### src/rtl/sram_arbiter.sv
// sram_arbiter: shares one SRAM-style bus between an instruction-fetch and a data requester,
// one outstanding transaction at a time. Define ARB_RR_EN for round-robin tie-breaking.
module sram_arbiter #(
    parameter int DW = 32
) (
    input  logic          clk,
    input  logic          rst,
    input  logic          i_req,
    input  logic [DW-1:0] i_addr,
    output logic          i_addr_ok,
    output logic          i_data_ok,
    output logic [DW-1:0] i_rdata,
    input  logic          d_req,
    input  logic          d_wr,
    input  logic [3:0]    d_wstrb,
    input  logic [DW-1:0] d_addr,
    input  logic [DW-1:0] d_wdata,
    output logic          d_addr_ok,
    output logic          d_data_ok,
    output logic [DW-1:0] d_rdata,
    output logic          m_req,
    output logic          m_wr,
    output logic [3:0]    m_wstrb,
    output logic [DW-1:0] m_addr,
    output logic [DW-1:0] m_wdata,
    input  logic          m_addr_ok,
    input  logic          m_data_ok,
    input  logic [DW-1:0] m_rdata,
    output logic          busy
);
    localparam logic [1:0] IDLE = 2'd0, ADDR = 2'd1, DATA = 2'd2;
    localparam logic OWN_I = 1'b0;

    logic [1:0]    state_q, state_d;
    logic          owner_q, owner_d, wr_q, wr_d;
    logic [3:0]    wstrb_q, wstrb_d;
    logic [DW-1:0] addr_q, addr_d, wdata_q, wdata_d;
    logic          grant, sel_dat, addr_ok, data_ok;

    assign grant = state_q == IDLE && (i_req || d_req);

`ifdef ARB_RR_EN
    logic last_q;
    // On a tie, serve whoever did not win the previous grant.
    assign sel_dat = d_req && (!i_req || last_q == OWN_I);
    always_ff @(posedge clk or negedge rst)
        if (!rst) last_q <= OWN_I;
        else if (grant) last_q <= sel_dat;
`else
    assign sel_dat = d_req;
`endif

    always_comb begin
        state_d = state_q;
        owner_d = owner_q;
        wr_d    = wr_q;
        wstrb_d = wstrb_q;
        addr_d  = addr_q;
        wdata_d = wdata_q;
        if (grant) begin
            state_d = ADDR;
            owner_d = sel_dat;
            wr_d    = sel_dat & d_wr;
            wstrb_d = sel_dat ? d_wstrb : 4'h0;
            addr_d  = sel_dat ? d_addr : i_addr;
            wdata_d = sel_dat ? d_wdata : '0;
        end else if (state_q == ADDR && m_addr_ok) state_d = m_data_ok ? IDLE : DATA;
        else if (state_q == DATA && m_data_ok) state_d = IDLE;
        else if (state_q == 2'd3) state_d = IDLE;
    end

    always_ff @(posedge clk or negedge rst)
        if (!rst) begin
            state_q <= IDLE;
            owner_q <= OWN_I;
            wr_q    <= 1'b0;
            wstrb_q <= 4'h0;
            addr_q  <= '0;
            wdata_q <= '0;
        end else begin
            state_q <= state_d;
            owner_q <= owner_d;
            wr_q    <= wr_d;
            wstrb_q <= wstrb_d;
            addr_q  <= addr_d;
            wdata_q <= wdata_d;
        end

    // data_ok in ADDR only counts when the address is accepted in the same cycle.
    assign addr_ok   = state_q == ADDR && m_addr_ok;
    assign data_ok   = (addr_ok && m_data_ok) || (state_q == DATA && m_data_ok);
    assign i_addr_ok = addr_ok && owner_q == OWN_I;
    assign i_data_ok = data_ok && owner_q == OWN_I;
    assign d_addr_ok = addr_ok && owner_q != OWN_I;
    assign d_data_ok = data_ok && owner_q != OWN_I;
    assign i_rdata   = i_data_ok ? m_rdata : '0;
    assign d_rdata   = d_data_ok ? m_rdata : '0;
    assign m_req     = state_q == ADDR;
    assign m_wr      = wr_q;
    assign m_wstrb   = wstrb_q;
    assign m_addr    = addr_q;
    assign m_wdata   = wdata_q;
    assign busy      = state_q != IDLE;
endmodule

### config.mk
export PLATFORM = sky130hd
export DESIGN_NAME = sram_arbiter
export DESIGN_NICKNAME = d
export VERILOG_FILES = /design/src/rtl/sram_arbiter.sv
export SDC_FILE = /design/constraint.sdc
export NUM_CORES = 1
export LEC_CHECK = 0
export CAP_MARGIN = 10
export CORE_ASPECT_RATIO = 0.8
export CORE_UTILIZATION = 31
export DETAILED_ROUTE_END_ITERATION = 8
export PLACE_DENSITY = 0.78
export REMOVE_ABC_BUFFERS = 1
export SKIP_LAST_GASP = 1
export SYNTH_ARGS = -nofsm -noshare
export SYNTH_HDL_FRONTEND = slang
export SYNTH_SLANG_ARGS = --single-unit
### constraint.sdc
create_clock -name clk -period 1.4 [get_ports clk]
set_input_delay 0.28 -clock clk [delete_from_list [all_inputs] [get_ports clk]]
set_output_delay 0.28 -clock clk [all_outputs]
set_load 0.1 [all_outputs]
* Yosys cells after proc, flatten, opt, wreduce, memory -nomap -nowiden
Index checks and enable logic that the tools add are counted.
** Operators by class
- Equality and inequality tests :: 3
- Mux-type cells :: 10
- Bitwise operators :: 2
- Reduce and logical (&&, ||, !) cells :: 13
** Operators with widths (number)
- 32-bit 2-to-1 mux :: 4
- 2-bit 2-to-1 mux :: 5
- 1-bit logical AND :: 8
- 2-bit == test, second input constant :: 2
- 4-bit 2-to-1 mux :: 1
- 4-bit nonzero test :: 1
- 2-bit by 1-bit == test with 1-bit output, second input constant :: 1
- 2-bit zero test :: 1
- 1-bit logical OR :: 2
- 2-bit nonzero test :: 1
- 1-bit bitwise AND :: 1
- 1-bit inverter :: 1
** Storage, ports and cells
- Bits in registers :: 72
- Input port bits :: 139
- Word-level logic and storage cells :: 34

* Longest topological paths before layout
- Depth after elaboration :: 6
- Gate-level depth with buffers :: 5
- Mapped depth without buffers :: 3

* Worst setup path after synthesis
No wires, ideal clock.
- Path kind :: register to output
- Start :: register state_q[1]
- End :: output d_addr_ok
- Arrival :: 3.328 ns
- Data required time :: 1.120 ns
- Slack :: -2.208 ns
- Cell stages (with the launch flop) :: 4
- Buffers on the path :: 0
- Path through :: dfrtp_1 nor2b_1 nand2_1 nor2_1
** On the way
- Word-level cells in the longest chain between the ends :: 3
** Ends and longest elaborated chain
- from (decl) :: line 34 : logic [1:0] state_q, state_d;
- from (signal assigned) :: line 81 : state_q <= state_d;
- 2-bit by 1-bit == test with 1-bit output
- net m_req :: line 21 : output logic m_req,
- 1-bit logical AND :: line 90 : assign addr_ok = state_q == ADDR && m_addr_ok;
- 1-bit logical AND :: line 94 : assign d_addr_ok = addr_ok && owner_q != OWN_I;
- to (decl) :: line 18 : output logic d_addr_ok,
The timed path passes the listed nets, and every way through them passes these cells.

* Final worst setup path
- Start :: register state_q[1]
- End :: output d_rdata[20]
** On the way
- Word-level cells in the longest chain between the ends :: 6
- Elaborated cells on any way between the ends :: 8
- Classes of those cells :: eq/ne (2); mux (1); reduce/logical (5)
** Ends and longest elaborated chain
- 2-bit by 1-bit == test with 1-bit output :: line 90
- 1-bit logical AND :: line 90
- 1-bit logical AND :: line 91 : assign data_ok = (addr_ok && m_data_ok) || (state_q == DATA && m_data_ok);
- 1-bit logical OR (*) :: line 91
- 1-bit logical AND (*) :: line 95 : assign d_data_ok = data_ok && owner_q != OWN_I;
- 32-bit 2-to-1 mux (*) :: line 97 : assign d_rdata = d_data_ok ? m_rdata : '0;
- to (decl) :: line 20 : output logic [DW-1:0] d_rdata,
Mark *: on every way between the ends. The rest lies on a longest branch, timed or not.

==> results.sh <==
export IMPL_fmax_mhz=490
export IMPL_synth_compound_area_frac=0.103
export IMPL_dp_cells=743
export IMPL_wl_per_cell_um=20.4
export IMPL_grt_pass1_vias=4186
export IMPL_io_pin_count=278
export IMPL_mostFrequentLayoutCell="buf_12"
export IMPL_fin_nets=763
export IMPL_final_core_util=0.783
export IMPL_synth_cell_types=22
export IMPL_peakVddDrop_uv=1940
export IMPL_worstPathArrival_ps=1760
export IMPL_instances_no_fill=777
export IMPL_fin_crit_sh=1.46
export IMPL_met1_usage=0.273
export IMPL_clk_pin_slew_ps=60
export IMPL_slew_headroom=0.733
export IMPL_synth_edf_count=0
export IMPL_async_reset_ff_frac=1.00
export IMPL_ys_flop_type="dfrtp_1"
export IMPL_synthAdderAreaFrac=0
export IMPL_finalMaxSlewViolations=0
export IMPL_worst_slack_ps=-640
export IMPL_placed_cell_area_mm2=0.00820
export IMPL_drc=0
export IMPL_crit_type="flop to primary output"
export IMPL_p_per_area_mw_per_mm2=2780
export IMPL_period_minus_slack_ps=2040
export IMPL_vias=3701
export IMPL_finalSetupViolCount=140
export IMPL_die_y_um=99.1
export IMPL_grt_max_degree=35
export IMPL_cp_max_fo=16
export IMPL_synth_top_family_by_area="multiplexers"
export IMPL_p_leak_nw=3.87
export IMPL_cts_tree="done"
export IMPL_pre_cts_ws_ps=-631
export IMPL_syn_area_per_cell_um2=11.6
export IMPL_ys_ff_latch=72
export IMPL_cts_buffer_depth=2
export IMPL_synthToLayoutAreaGrowth_pct=147
export IMPL_dieWidth_um=123
export IMPL_clock_sinks=72
export IMPL_drv_cap=0
export IMPL_synth_warning_count=0
export IMPL_grt_overflow=0
export IMPL_dp_hpwl_mm=11.3
export IMPL_syn_inst=314
export IMPL_synthMuxAreaShare=0.197
export IMPL_clk_latency_ps=330
export IMPL_cp_required_ps=1120
export IMPL_gr_usage_met2=0.499
export IMPL_antenna_left=0
export IMPL_yosysSeqAreaShare=0.493
export IMPL_initial_core_util=0.317
export IMPL_n_antenna_cell=0
export IMPL_drive_gt1_frac=0.541
export IMPL_numCtsBuffers=9
export IMPL_gp_congestion=0.878
export IMPL_fin_skew_ps=7.65
export IMPL_drt_iter0_markers=154
export IMPL_status="finished with violations"
export IMPL_cp_start_kind="flop"
export IMPL_final_cell_area_mm2=0.00902
export IMPL_drt_wl_total_mm=15.8
export IMPL_h_tree_depth=3
export IMPL_hp_class="input port to async pin"
export IMPL_finalHoldViolations=0
export IMPL_cts_root_buf="clkbuf_16"
export IMPL_dr_pass1_iters=5
export IMPL_synth_xor_area_frac=0
export IMPL_port_buffers=277
export IMPL_busiest_layer="met2"
export IMPL_grt_pass1_wl_mm=23.6
export IMPL_use_met3=0.0786
export IMPL_grt_usage=0.262
export IMPL_synth_area_mm2=0.00365
export IMPL_vias_per_cell=4.76
export IMPL_violations="setup timing"
export IMPL_num_rows=35
export IMPL_synthSimpleGateAreaFrac=0.158
export IMPL_fp_dieArea_mm2=0.0122
export IMPL_core_mm2=0.0115
export IMPL_tightestPinTransition_ps=400
export IMPL_rsz0062_at_grt="yes"
export IMPL_mostFrequentLayoutCells="buf_12, clkdlybuf4s50_1, dfrtp_1, mux2_2, a22o_1"
export IMPL_antenna_found_initial=0
export IMPL_cp_end_kind="primary output"
-- critical path: stages (launching register included) --
cell	delay [ps]
dfrtp_1	410
and3b_2	290
o21ai_2	100
clkbuf_16	220
nor2_2	200
buf_12	200
-- state kept, by name, summed over array words and instances, names as in the netlist --
name / flops
m_addr: 32
m_wdata: 32
m_wstrb: 4
state_q: 2
m_wr: 1
owner_q: 1
-- layout make-up --
class | count | area, µm²
Multi-Input combinational cell | 214 | 1830
Timing Repair Buffer | 324 | 4880
Tap cell | 148 | 185
Clock buffer | 13 | 250
Clock inverter | 3 | 65.1
Inverter | 3 | 11.3
Fill cell | 672 | 2490
Sequential cell | 72 | 1800
-- power by group --
group          internal, mW  switching [mW]
Clock                  1.61           0.828
Combinational          7.23            11.2
Sequential             3.05            1.10
Total                  11.9            13.2
-- per-stage QoR --
| step | setup TNS [ps] | hold slack [ps] | total power, mW |
|---|---|---|---|
| detailed placement | -69180 | 228 | 21.3 |
| global route | -71800 | 462 | 25.8 |
| global placement | -64790 | 220 | 21.0 |
| finish | -62440 | 446 | 25.1 |
| floorplan | -93110 | -15.6 | 13.9 |
| CTS | -64390 | 434 | 25.2 |
-- Yosys cell counts, types with 3 or more instances --
| cell type | instances | area, µm² |
|---|---|---|
| a22o_1 | 37 | 324 |
| and2_1 | 7 | 43.8 |
| and2_4 | 26 | 228 |
| buf_2 | 10 | 50.1 |
| buf_4 | 4 | 30.0 |
| buf_6 | 6 | 67.6 |
| clkbuf_1 | 5 | 18.8 |
| dfrtp_1 | 72 | 1800 |
| inv_1 | 3 | 11.3 |
| mux2_2 | 64 | 721 |
| nand2_1 | 33 | 124 |
| nor2_1 | 37 | 139 |
-- worst paths after layout --
kind | endpoint | startpoint | cells after the start | slack [ps]
worst max-delay path | d_rdata[20] | state_q[1]$_DFFE_PN0P_ | 5 | -640
worst min-delay path | m_addr[0]$_DFFE_PN0P_ | rst | 2 | 450
worst max register to register | m_addr[0]$_DFFE_PN0P_ | state_q[0]$_DFFE_PN0P_ | 9 | -430
worst min register to register | m_addr[5]$_DFFE_PN0P_ | m_addr[5]$_DFFE_PN0P_ | 1 | 570
max in group asynchronous | m_wdata[10]$_DFFE_PN0P_ | rst | 3 | 470
min in group clk | m_wstrb[0]$_DFFE_PN0P_ | d_wstrb[0] | 2 | 550
-- kinds of logic (layout without fill, tap and decap cells) --
logic type / after synthesis / after routing
and+or+nand+nor: 108 / 108
DFF: 72 / 72
muxes: 64 / 64
buffers and inverters: 28 / 343
AOI/OAI and AO/OA: 42 / 42
-- timing repair --
| item | 4_1_cts | 5_1_grt |
|---|---|---|
| endpoints found under the setup margin | 140 | 141 |
| pin swaps | 32 | 10 |
| hold buffers | 1 | 0 |
| resized for setup | 38 | 44 |
| cloned | 8 | 1 |
| buffers inserted | 14 | 5 |
| endpoints found under the hold margin | 25 | 0 |
-- metal layers --
layer | up-vias | share of wire
met4 | 0 | 0.019
met1 | 1829 | 0.35
li1 | 1697 | -
met5 | - | 0
met2 | 151 | 0.56
met3 | 24 | 0.070
Note: power is estimated with default switching activity, not from simulation.
